===== src/rtl/mem_arbiter.sv =====
// Round-robin arbiter sharing one RAM port among NREQ cache requesters.
// Each grant lasts until the RAM answers, reports an error, times out, or the owner withdraws.
module mem_arbiter #(
  parameter int NREQ    = 2,
  parameter int AW      = 32,
  parameter int DW      = 32,
  parameter int TIMEOUT = 255
) (
  input  logic                           CLK,
  input  logic                           nRST,
  // A requester holds REN/WEN (with stable intent) while req_wait is 1; the
  // cycle req_wait reads 0 with REN/WEN high is the completion cycle, after
  // which the requester may drop or issue its next request.
  input  logic [NREQ-1:0]                req_REN,
  input  logic [NREQ-1:0]                req_WEN,
  input  logic [NREQ-1:0][AW-1:0]        req_addr,
  input  logic [NREQ-1:0][DW-1:0]        req_store,
  output logic [NREQ-1:0]                req_wait,
  output logic [NREQ-1:0]                req_err,
  output logic [DW-1:0]                  req_load,
  output logic [AW-1:0]                  ramaddr,
  output logic [DW-1:0]                  ramstore,
  output logic                           ramREN,
  output logic                           ramWEN,
  input  logic [DW-1:0]                  ramload,
  input  logic [1:0]                     ramstate,
  output logic [$clog2(NREQ)-1:0]        gnt_id,
  output logic                           gnt_valid,
  output logic                           dbg_state,
  output logic [$clog2(NREQ)-1:0]        dbg_rr_ptr
);

  localparam int IW = $clog2(NREQ);

  localparam logic [0:0] IDLE = 1'b0;
  localparam logic [0:0] OWN  = 1'b1;

  localparam logic [1:0] RS_ACCESS = 2'd2;
  localparam logic [1:0] RS_ERROR  = 2'd3;

  localparam logic [9:0] TMO = 10'(TIMEOUT);

  logic [0:0]      state;
  logic [IW-1:0]   rr_ptr;
  logic [9:0]      tmo_cnt;

  logic [NREQ-1:0] active;
  logic            own;
  logic            g_active;
  logic            hit;
  logic            fault;
  logic            expire;
  logic            done;
  logic            sel_found;
  logic [IW-1:0]   sel_id;
  logic [IW-1:0]   next_ptr;

  function automatic int wrap_idx(input int base, input int k);
    int s;
    s = base + k;
    return (s >= NREQ) ? s - NREQ : s;
  endfunction

  assign active   = req_REN | req_WEN;
  assign own      = (state == OWN);
  assign g_active = active[gnt_id];
  assign hit      = own && g_active && (ramstate == RS_ACCESS);
  assign fault    = own && g_active && (ramstate == RS_ERROR);
  // A RAM answer on the expiry cycle takes precedence over the timeout.
  assign expire   = own && g_active && !hit && !fault && (tmo_cnt == TMO);
  assign done     = hit || fault || expire;
  assign next_ptr = (gnt_id == IW'(NREQ - 1)) ? '0 : gnt_id + 1'b1;

  // Scan downward so the closest active index at or after rr_ptr wins.
  always_comb begin
    sel_found = 1'b0;
    sel_id    = rr_ptr;
    for (int k = NREQ - 1; k >= 0; k--) begin
      if (active[wrap_idx(int'(rr_ptr), k)]) begin
        sel_found = 1'b1;
        sel_id    = IW'(wrap_idx(int'(rr_ptr), k));
      end
    end
  end

  always_comb begin
    ramaddr  = '0;
    ramstore = '0;
    ramREN   = 1'b0;
    ramWEN   = 1'b0;
    req_err  = '0;
    req_wait = active;
    if (own) begin
      ramaddr  = req_addr[gnt_id];
      ramstore = req_store[gnt_id];
      if (g_active && !expire) begin
        ramWEN = req_WEN[gnt_id];
        ramREN = req_REN[gnt_id] & ~req_WEN[gnt_id];
      end
      if (done) req_wait[gnt_id] = 1'b0;
      if (fault || expire) req_err[gnt_id] = 1'b1;
    end
  end

  assign req_load   = ramload;
  assign gnt_valid  = own;
  assign dbg_state  = state;
  assign dbg_rr_ptr = rr_ptr;

  always_ff @(posedge CLK or negedge nRST) begin
    if (!nRST) begin
      state   <= IDLE;
      rr_ptr  <= '0;
      gnt_id  <= '0;
      tmo_cnt <= '0;
    end else begin
      case (state)
        IDLE: begin
          if (sel_found) begin
            gnt_id  <= sel_id;
            tmo_cnt <= '0;
            state   <= OWN;
          end
        end
        OWN: begin
          // A withdrawn owner releases the bus without moving the pointer.
          if (!g_active) begin
            state <= IDLE;
          end else if (done) begin
            rr_ptr <= next_ptr;
            state  <= IDLE;
          end else begin
            tmo_cnt <= tmo_cnt + 10'd1;
          end
        end
        default: state <= IDLE;
      endcase
    end
  end

endmodule

===== config.mk =====
export PLATFORM = sky130hd
export DESIGN_NAME = mem_arbiter
export DESIGN_NICKNAME = d
export VERILOG_FILES = /design/src/rtl/mem_arbiter.sv
export SDC_FILE = /design/constraint.sdc
export NUM_CORES = 1
export LEC_CHECK = 0
export CAP_MARGIN = 20
export CORE_AREA = 2 2 105 107
export DETAILED_ROUTE_END_ITERATION = 16
export DIE_AREA = 0 0 107 109
export HOLD_SLACK_MARGIN = 0.1
export PLACE_DENSITY = 0.66
export SYNTH_ARGS = -nofsm -noshare
export SYNTH_HDL_FRONTEND = slang
export SYNTH_SLANG_ARGS = --single-unit

===== constraint.sdc =====
create_clock -name CLK -period 2.86 [get_ports CLK]
set_input_delay 0.858 -clock CLK [delete_from_list [all_inputs] [get_ports CLK]]
set_output_delay 0.858 -clock CLK [all_outputs]
set_load 0.02 [all_outputs]

==> flow_results.xml <==
<?xml version="1.0" encoding="UTF-8"?>
<metrics>
  <group name="place">
    <metric name="finalWeightedCongestion" unit="">0.834</metric>
    <metric name="buffer_ports.inserted" unit="">209</metric>
    <metric name="dp_hpwl" unit="mm">6.98</metric>
    <metric name="post-place-cells" unit="">588</metric>
    <metric name="placement.setup.worst_slack" unit="ns">-0.853</metric>
  </group>
  <group name="cts">
    <metric name="clk_pin_slew_worst_paths" unit="ns">0.05</metric>
    <metric name="cts_tree" unit="">yes</metric>
    <metric name="htree_levels" unit="">1</metric>
    <metric name="insertion_delay" unit="ns">0.24</metric>
    <metric name="ctsLongestPathBuffers" unit="">2</metric>
    <metric name="total_clock_buffers_created_by_cts" unit="">3</metric>
    <metric name="clock_tree.root_cell" unit="">sky130_fd_sc_hd__clkbuf_8</metric>
    <metric name="cts.sinks" unit="">13</metric>
  </group>
  <group name="synthesis">
    <metric name="yosys.cell_types.count" unit="">37</metric>
    <metric name="netlist_top_cells_area" unit="">sky130_fd_sc_hd__mux2i_1 (31%), sky130_fd_sc_hd__nor2b_1 (18%), sky130_fd_sc_hd__dfrtp_1 (15%)</metric>
    <metric name="ys_seq_area_share" unit="%">14.8</metric>
    <metric name="synth_commonest_cells" unit="">sky130_fd_sc_hd__mux2i_1 (67), sky130_fd_sc_hd__nor2b_1 (65), sky130_fd_sc_hd__buf_4 (35)</metric>
    <metric name="synth_enable_flop_cells" unit="">0</metric>
    <metric name="post-synth-top-area-fraction" unit="%">30.5</metric>
    <metric name="asyncSetResetFlopFracSynth" unit="%">100</metric>
    <metric name="avgSynthCellArea" unit="sq um">8.30</metric>
    <metric name="postSynthRegisterBits" unit="">13</metric>
    <metric name="mappedNetlistNets" unit="">434</metric>
    <metric name="post_synth_top_area_cell" unit="">sky130_fd_sc_hd__mux2i_1</metric>
    <metric name="syn_area" unit="sq mm">0.00220</metric>
    <metric name="synthCells" unit="">265</metric>
    <metric name="synth.most_common_cell" unit="">sky130_fd_sc_hd__mux2i_1</metric>
    <metric name="synth_flop_cell" unit="">sky130_fd_sc_hd__dfrtp_1</metric>
    <metric name="yosysWarnings" unit="">0</metric>
  </group>
  <group name="routing">
    <metric name="antenna_violating_nets_post_route" unit="">0</metric>
    <metric name="drc" unit="">0</metric>
    <metric name="drt-initial-drc-count" unit="">69</metric>
    <metric name="drt-vias-per-instance" unit="">4.38</metric>
    <metric name="wirelength" unit="mm">8.42</metric>
    <metric name="detailedRoute.firstPassIterationCount" unit="">4</metric>
    <metric name="drt-wirelength-per-cell" unit="um">14.2</metric>
    <metric name="route.vias.total" unit="">2597</metric>
  </group>
  <group name="sta">
    <metric name="fin_skew" unit="ns">0.000558</metric>
    <metric name="setup_viol" unit="">0</metric>
    <metric name="tightestPinTransition" unit="ns">0.603</metric>
    <metric name="finalHoldViolCount" unit="">0</metric>
    <metric name="fin_crit" unit="ns">2.80</metric>
    <metric name="fin_ws" unit="ns">0.0573</metric>
    <metric name="finalCritPeriodShare" unit="%">98.0</metric>
    <metric name="pins_over_their_slew_limit" unit="">0</metric>
    <metric name="hold_slack" unit="ns">0.556</metric>
    <metric name="setup_repair_after_global_routing_missed_its_margin" unit="">false</metric>
    <metric name="clock.fmax" unit="GHz">0.357</metric>
    <metric name="timing.max_slew.rel_slack" unit="%">59.7</metric>
  </group>
  <group name="final_layout">
    <metric name="area_growth" unit="%">94.9</metric>
    <metric name="stdcell_count" unit="">593</metric>
    <metric name="antenna_cells_inserted" unit="">0</metric>
    <metric name="nets" unit="">623</metric>
    <metric name="nFillCells" unit="">1092</metric>
    <metric name="post_route_cells_drive_above_1_share" unit="%">11.0</metric>
  </group>
  <group name="floorplanning">
    <metric name="die-area" unit="sq mm">0.0117</metric>
    <metric name="row_count" unit="">38</metric>
    <metric name="vert_die_dim" unit="um">109</metric>
    <metric name="io_pins" unit="">274</metric>
    <metric name="starting_density_of_the_core" unit="%">20.7</metric>
    <metric name="fp.coreArea" unit="sq mm">0.0106</metric>
    <metric name="x_dimension_of_the_die" unit="um">107</metric>
  </group>
  <group name="worst_hold_path">
    <metric name="worst_hold_path_type" unit="">flop to flop</metric>
    <metric name="worst_hold_startpoint" unit="">dbg_rr_ptr</metric>
  </group>
  <group name="critical_path">
    <metric name="timing.critical_path.to_type" unit="">output port</metric>
    <metric name="timing.critical_path.required" unit="ns">2.00</metric>
    <metric name="worst_path_largest_cell_delay" unit="ns">0.34</metric>
    <metric name="critical-path-slowest-cell" unit="">sky130_fd_sc_hd__or3_4</metric>
    <metric name="timing.critical_path.arrival" unit="ns">1.94</metric>
    <metric name="worst_setup_path_startpoint" unit="">req_REN[0]</metric>
    <metric name="r2r_start" unit="">dbg_state</metric>
    <metric name="maximum_fanout_along_the_worst_path" unit="">3</metric>
    <metric name="criticalPathCategory" unit="">input port to output port</metric>
    <metric name="worstSetupStartpointType" unit="">input port</metric>
    <metric name="crit_path_cell_trace" unit="">clkdlybuf4s15_1 -&gt; or3_4 -&gt; nand3_2 -&gt; o21ba_4 -&gt; a21oi_2 -&gt; buf_4</metric>
  </group>
  <group name="global_routing">
    <metric name="antenna_found_initial" unit="">0</metric>
    <metric name="first_global_vias" unit="">2518</metric>
    <metric name="global_route.overflow_total" unit="">0</metric>
    <metric name="grt_util_all_layers" unit="%">12.9</metric>
    <metric name="maximum_number_of_pins_on_one_net_before_global_route_repair" unit="">42</metric>
    <metric name="global_route_wire_length_before_repair" unit="mm">12.3</metric>
  </group>
  <group name="run_status">
    <metric name="run_status" unit="">completed</metric>
  </group>
  <group name="power">
    <metric name="power_leakage" unit="nW">2.05</metric>
    <metric name="max-vdd-ir-drop" unit="mV">0.463</metric>
    <metric name="power-per-cell-area" unit="mW/mm^2">714</metric>
  </group>
  <group name="run">
    <metric name="cap_violations" unit="">0</metric>
  </group>
</metrics>
state kept, by name, indices dropped and copies added (netlist names):
signal	cells
tmo_cnt	10
dbg_state	1
gnt_id	1
dbg_rr_ptr	1
cell families (layout without fill, tap and decap cells):
kind of cell / count (synthesis) / in the layout / synth area share [%]
DFF: 13 / 13 / 14.8
buffers and inverters: 57 / 245 / 16.4
AOI/OAI and AO/OA: 26 / 26 / 8.48
and+or+nand+nor: 101 / 101 / 29.2
muxes: 67 / 67 / 30.5
adders and majority gates: 1 / 1 / 0.569
layout by cell type (no fill, tap or decap), types with 2 or more instances in the layout:
cell and instances:
sky130_fd_sc_hd__a21oi_1 5, sky130_fd_sc_hd__a21oi_2 2, sky130_fd_sc_hd__and3_1 2, sky130_fd_sc_hd__buf_2 4, sky130_fd_sc_hd__buf_4 27, sky130_fd_sc_hd__clkbuf_2 3, sky130_fd_sc_hd__clkbuf_8 3, sky130_fd_sc_hd__clkdlybuf4s50_1 134
sky130_fd_sc_hd__dfrtp_1 11, sky130_fd_sc_hd__dlygate4sd2_1 64, sky130_fd_sc_hd__inv_1 6, sky130_fd_sc_hd__mux2i_1 67, sky130_fd_sc_hd__nand2_1 5, sky130_fd_sc_hd__nand3_1 7, sky130_fd_sc_hd__nor2_1 5, sky130_fd_sc_hd__nor2b_1 65
sky130_fd_sc_hd__nor3b_1 2, sky130_fd_sc_hd__o211ai_1 3, sky130_fd_sc_hd__o21ai_0 2, sky130_fd_sc_hd__o21ai_1 2, sky130_fd_sc_hd__o31ai_1 3, sky130_fd_sc_hd__or3_1 2, sky130_fd_sc_hd__or4_1 4
final cells by class:
cell class | count | area [sq um] | area share (%)
flip-flops and latches | 13 | 330 | 7.71
multi-input cells | 195 | 1540 | 35.9
clock buffers | 4 | 45.0 | 1.05
inverters | 6 | 22.5 | 0.526
well taps | 140 | 175 | 4.09
repair buffers | 235 | 2170 | 50.7
worst paths after layout:
kind | end | slack, ns | cells past startpoint
min in group asynchronous | dbg_rr_ptr | 1.00 | 1
max in group asynchronous | gnt_id | 1.41 | 1
setup / recovery | req_wait[0] | 0.06 | 6
hold / removal | dbg_rr_ptr | 0.56 | 2
setup reg to reg | tmo_cnt[8] | 0.81 | 5
hold reg to reg | dbg_rr_ptr | 0.56 | 2
layer usage:
metal	wire, um	share of wire [%]	track usage [%]	vias to the layer above
li1	-	-	-	1269
met1	3180	38	15.4	1201
met2	4540	54	24.4	113
met3	660	7.8	2.99	14
met4	50	0.59	1.48	0
met5	0	0	0	-
critical path, delay by kind of cell:
kind	cells	cell delay, ns
buf+inv	2	0.34
simple gates	2	0.42
compound gates	2	0.32
power breakdown:
group | switching [mW] | internal [mW] | total, mW
clock | 0.0611 | 0.0982 | 0.159
sequential | 0.0345 | 0.232 | 0.266
combinational | 1.42 | 1.21 | 2.63
total | 1.52 | 1.54 | 3.06
what timing repair did:
action / in CTS / in global routing
hold buffers: 0 / 0
setup endpoints to repair: 70 / 6
pin swaps: 5 / 4
setup buffers: 1 / 0
resized for setup: 104 / 8
hold endpoints to repair: 0 / 0
stage by stage:
step	instance area (sq um)	setup TNS [ns]	total power, mW	utilization (%)
2_1_floorplan	2200	-0.130	2.00	-
3_3_place_gp	4320	-11.72	3.18	40.7
3_5_place_dp	4320	-12.59	3.22	40.7
4_1_cts	4280	0	3.10	40.4
5_1_grt	4290	0	3.28	40.4
6_report	4290	0	3.06	40.4
(Power assumes the default switching activity.)
==> RTL change 1: new RTL, same settings <==
`AW`: 32 -> 48.
--- a/src/rtl/mem_arbiter.sv
+++ b/src/rtl/mem_arbiter.sv
@@ -4,3 +4,3 @@
   parameter int NREQ    = 2,
-  parameter int AW      = 32,
+  parameter int AW      = 48,
   parameter int DW      = 32,
Interface: changed (resized ramaddr and req_addr); port bits go from 274 to 322. The function was not compared with the original's and may differ.
==> RTL change 1 against the original RTL <==
  * Non-clock buffer count is 44 higher
  * Synthesized area is 13% higher
  * Global-route usage increased by 5.3 points
  * Fmax shrank 1.6%
  * Sequential share of layout area decreased by 1.2 points
  * Cell area rose by 18%
  * Sequential cell count is the same
  * Hold slack better by 0.0028 ns
  * Power is 19% higher
  * Count of clock-buffer cells in the layout stayed put
  * Critical path type unchanged
  * Setup slack lost 0.046 ns
  * Largest power group unchanged
  * Wire length is 37% higher
==> RTL change 1: results (changes against the original RTL) <==
Synthesis
  • Largest cells by area after synthesis: mux2i_1, nor2b_1, dfrtp_1
  • Multiplexer share of the synthesized area: 0.344 (+0.0390)
  • Post-Syn Nets: 501 (+15%)
  • Post-synth ARST share: 1.00 (unchanged)
  • Commonest cells in the netlist: mux2i_1, nor2b_1, buf_4, dfrtp_1, clkbuf_1
  • Distinct cells, synth: 43 (+16%)
  • Synth Area in Compound Gates: 0.0606 (-0.0242)
  • Sequential element share of the synthesized area: 0.131 (-0.0166)
  • Synth Area in Adders: 0.00505 (-0.000638)

Final layout
  • N_diodes: 11 (+11)
  • Layout Nets: 730 (+17%)
  • Area of the multi-input gates: 0.00184 mm^2 (+19%)
  • Layout filler cell count: 1026 (-6.0%)
  • Clock-cell share of area: 0.00890 (-0.00161)
  • FF+latch area: 330 um^2 (unchanged)
  • Multi-In Gates: 228 (+17%)
  • Fraction of layout cells with a size suffix above 1: 0.102 (-0.00810)
  • Non-clock buffering overhead: 0.520 (+0.0131)
  • Buffers outside the clock class: 279 (+19%)
  • Inverters excl. clock: 4 (-2)
  • Clock buffer cells: 4 (unchanged)

Clock network
  • Cts bufs inserted: 3 (unchanged)
  • Post-CTS Resized: 128 (+23%)
  • H-tree levels: 1 (unchanged)
  • CTS Root Cell: clkbuf_8

Placed design
  • Routability Congestion: 0.844 (+1.2%)
  • HPWL after DPL: 9.93 mm (+42%)
  • I/O Buffers: 257 (+23%)

Routing
  • Met2 routed WL: 5.15 mm (+14%)
  • DR top layer: met5
  • Metal-1 WL: 4.29 mm (+35%)
  • Via density: 4.42 (+0.99%)
  • Met3 wire length: 1.90 mm (+190%)
  • Total wire length: 11.5 mm (+37%)
  • Initial DRC count: 123 (+78%)

Global routing
  • First-pass GRT wire length: 16.2 mm (+31%)
  • Antenna violations before repair: 16 (+16)
  • Vias in the first global route: 2916 (+16%)
  • Largest net degree at the start of global routing: 69 (+64%)
  • All-layer global routing usage: 0.182 (+0.0528)

Timing
  • Skew final: 0.00415 ns (+0.00359 ns)
  • Worst-margin pin slew: 0.579 ns (-0.0242 ns)
  • Fmax: 351 MHz (-1.6%)

Worst setup path
  • Worst EP arrival: 1.99 ns (+0.05 ns)
  • Crit path max fanout: 4 (+1)
  • Slowest cell delay on critical path: 0.40 ns (+0.06 ns)

Pwr
  • Peak VDD IR: 0.571 mV (+23%)
  • Leakage: 2.38 nW (+16%)

Outcome
  • Status: finished clean
==> RTL change 1: cell types whose count changed after synthesis, sizes merged, moves of 3 or more <==
cell,before,now
nand3,8,2
mux2i,67,84
o211ai,3,0
nor2b,65,80
nor2,5,8
o21ai,4,1
nor3,0,3
==> RTL change 1: per-stage QoR <==
| stage | std cells | area [um^2] | hold slack (ns) | total power [mW] | worst slack, ns |
|---|---|---|---|---|---|
| 2_1_floorplan | 300 | 2490 | 0.484 | 2.34 | 0.0266 |
| 3_3_place_gp | 662 | 5040 | 0.538 | 3.83 | -0.759 |
| 3_5_place_dp | 662 | 5040 | 0.550 | 3.86 | -0.793 |
| 4_1_cts | 667 | 5020 | 0.558 | 3.70 | -0.0238 |
| 5_1_grt | 669 | 5040 | 0.585 | 3.90 | -0.0174 |
| 6_report | 679 | 5060 | 0.559 | 3.65 | 0.0110 |
==> RTL change 1: routing by layer <==
metal  global-route usage  up-vias
met5                    0        -
met4               0.0288       10
met3                0.139       25
met2                0.291      162
met1                0.196     1320
li1                     -     1486
==> RTL change 1: worst paths after layout <==
| kind | from | end | slack [ns] | cells past startpoint |
|---|---|---|---|---|
| hold / removal | tmo_cnt[9] | tmo_cnt[9] | 0.56 | 2 |
| max in group asynchronous | nRST | gnt_id | 1.45 | 1 |
| setup reg to reg | dbg_state | tmo_cnt[9] | 0.88 | 5 |
| min in group asynchronous | nRST | tmo_cnt[8] | 0.98 | 1 |
| setup / recovery | req_WEN[0] | ramREN | 0.01 | 7 |
| hold reg to reg | tmo_cnt[9] | tmo_cnt[9] | 0.56 | 2 |
==> RTL change 1: where the power goes <==
group,switching (mW),internal [mW]
Combinational,1.75,1.48
Sequential,0.0347,0.224
Clock,0.0646,0.0984
==> RTL change 2: new RTL, config.mk and constraints unchanged <==
Without the edit above. Register the output `req_err`, without a reset; this adds one clock of latency there. The other outputs are not delayed to match.
--- a/src/rtl/mem_arbiter.sv
+++ b/src/rtl/mem_arbiter.sv
@@ -41,2 +41,4 @@
   localparam logic [9:0] TMO = 10'(TIMEOUT);
+
+  logic [NREQ-1:0] req_err_d;
 
@@ -90,3 +92,3 @@
     ramWEN   = 1'b0;
-    req_err  = '0;
+    req_err_d = '0;
     req_wait = active;
@@ -100,3 +102,3 @@
       if (done) req_wait[gnt_id] = 1'b0;
-      if (fault || expire) req_err[gnt_id] = 1'b1;
+      if (fault || expire) req_err_d[gnt_id] = 1'b1;
     end
@@ -140,2 +142,6 @@
 
+  always_ff @(posedge CLK) begin
+    req_err <= req_err_d;
+  end
+
 endmodule
Function: changed (Yosys sat finds a counterexample within 4 cycles, from zero or initial values and one cycle with nRST low).
==> RTL change 2 against the original RTL <==
  * Wire length increased by 3.5%
  * Fmax decreased by 0.74%
  * Synthesized area decreased by 4.8%
  * Setup slack got worse by 0.021 ns
  * Sequential cell count increased by 2
  * Power increased by 3.2%
  * Critical path type unchanged
  * Cell area decreased by 2.1%
  * Critical path depth unchanged
  * Die area unchanged
==> RTL change 2: results (changes against the original RTL) <==
Final layout
  • Layout filler cell count: 1107 (+1.4%)
  • Non-clock buffering overhead: 0.520 (+0.0130)
  • Seq/total area: 0.0880 (+0.0109)
  • Fraction of layout cells with a size suffix above 1: 0.110 (-0.000485)
  • Buffers outside the clock class: 231 (-1.7%)
  • Clock-cell share of area: 0.0110 (+0.000524)
  • Share of cell area taken by multi-input logic gates: 0.333 (-0.0260)
  • Layout Nets: 625 (+0.32%)

Outcome
  • Status: finished clean

Worst setup path
  • R2r setup slk: 0.90 ns (+0.09 ns)
  • CP startpoint: req_WEN[0]
  • Origin of the critical flop-to-flop path: tmo_cnt[1]
  • Worst Setup EP: ramREN
  • Reg2reg path depth: 6 (+1)

Synthesis
  • Post-Syn Nets: 439 (+1.2%)
  • Commonest cells in the netlist: nor2_1, mux2i_1, buf_4, dfrtp_1, buf_1
  • Synth Area in Adders: 0.00598 (+0.000289)
  • Sequential element share of the synthesized area: 0.175 (+0.0267)
  • Multiplexer share of the synthesized area: 0.322 (+0.0167)
  • Synth Register Bits: 15 (+2)
  • Distinct cells, synth: 40 (+8.1%)

Pwr
  • Power Clock: 0.173 mW (+9%)
  • Cell internal pwr: 1.54 mW (-0.43%)
  • Seq. pwr: 0.335 mW (+26%)
  • Leakage: 2.03 nW (-1.1%)
  • Peak VDD IR: 0.480 mV (+3.7%)
  • Total Power: 3.16 mW (+3.2%)

Placed design
  • Pre-CTS WS: -0.750 ns (+0.102 ns)
  • HPWL after DPL: 7.30 mm (+4.6%)
  • Routability Congestion: 0.816 (-2.2%)

Timing
  • Skew final: 0.00910 ns (+0.00854 ns)
  • Worst-margin pin slew: 0.620 ns (+0.0171 ns)
  • WHS: 0.539 ns (-0.0175 ns)

Global routing
  • Largest net degree at the start of global routing: 49 (+17%)
  • All-layer global routing usage: 0.133 (+0.00319)

Worst hold path
  • Min-Delay Path Depth: 1 (-1)
  • Path type of the worst min-delay path: reg -> reg

Clock network
  • Number of post-CTS setup repair buffers: 0 (-1)
  • Post-CTS Resized: 89 (-14%)
  • Worst skew pair latency: 0.25 ns

Routing
  • WL/cell: 14.6 um (+3.1%)
  • Initial DRC count: 121 (+75%)
  • Via density: 4.48 (+2.3%)
[RTL change 2: cell types whose count changed in the layout (fill, tap and decap cells not counted), moves of 4 or more]
cell	unedited run	this run
buf_4	27	23
or4_1	4	0
nor2b_1	65	1
nor3_1	0	5
and3_1	2	7
buf_2	4	0
nor2_1	5	71
a21oi_1	5	0
[RTL change 2: stage by stage]
stage / area, um^2 / std cells
after global routing: 4200 / 595
final: 4200 / 595
after detailed placement: 4230 / 591
after floorplan: 2090 / 270
after global placement: 4230 / 591
after CTS: 4200 / 595
[RTL change 2: metal layers]
metal  global-route usage  vias up  part of all wire
met4               0.0371        0             0.021
met5                    0        -                 0
met1                0.155     1205              0.38
met2                0.242      159              0.50
li1                     -     1282                 -
met3               0.0311       20             0.096
[RTL change 2: worst max-delay path: stages]
cell and delay [ns]:
dlygate4sd2_1 0.26, or3_4 0.38, and3_4 0.18, o21ai_2 0.06
nor2_1 0.07, buf_4 0.15
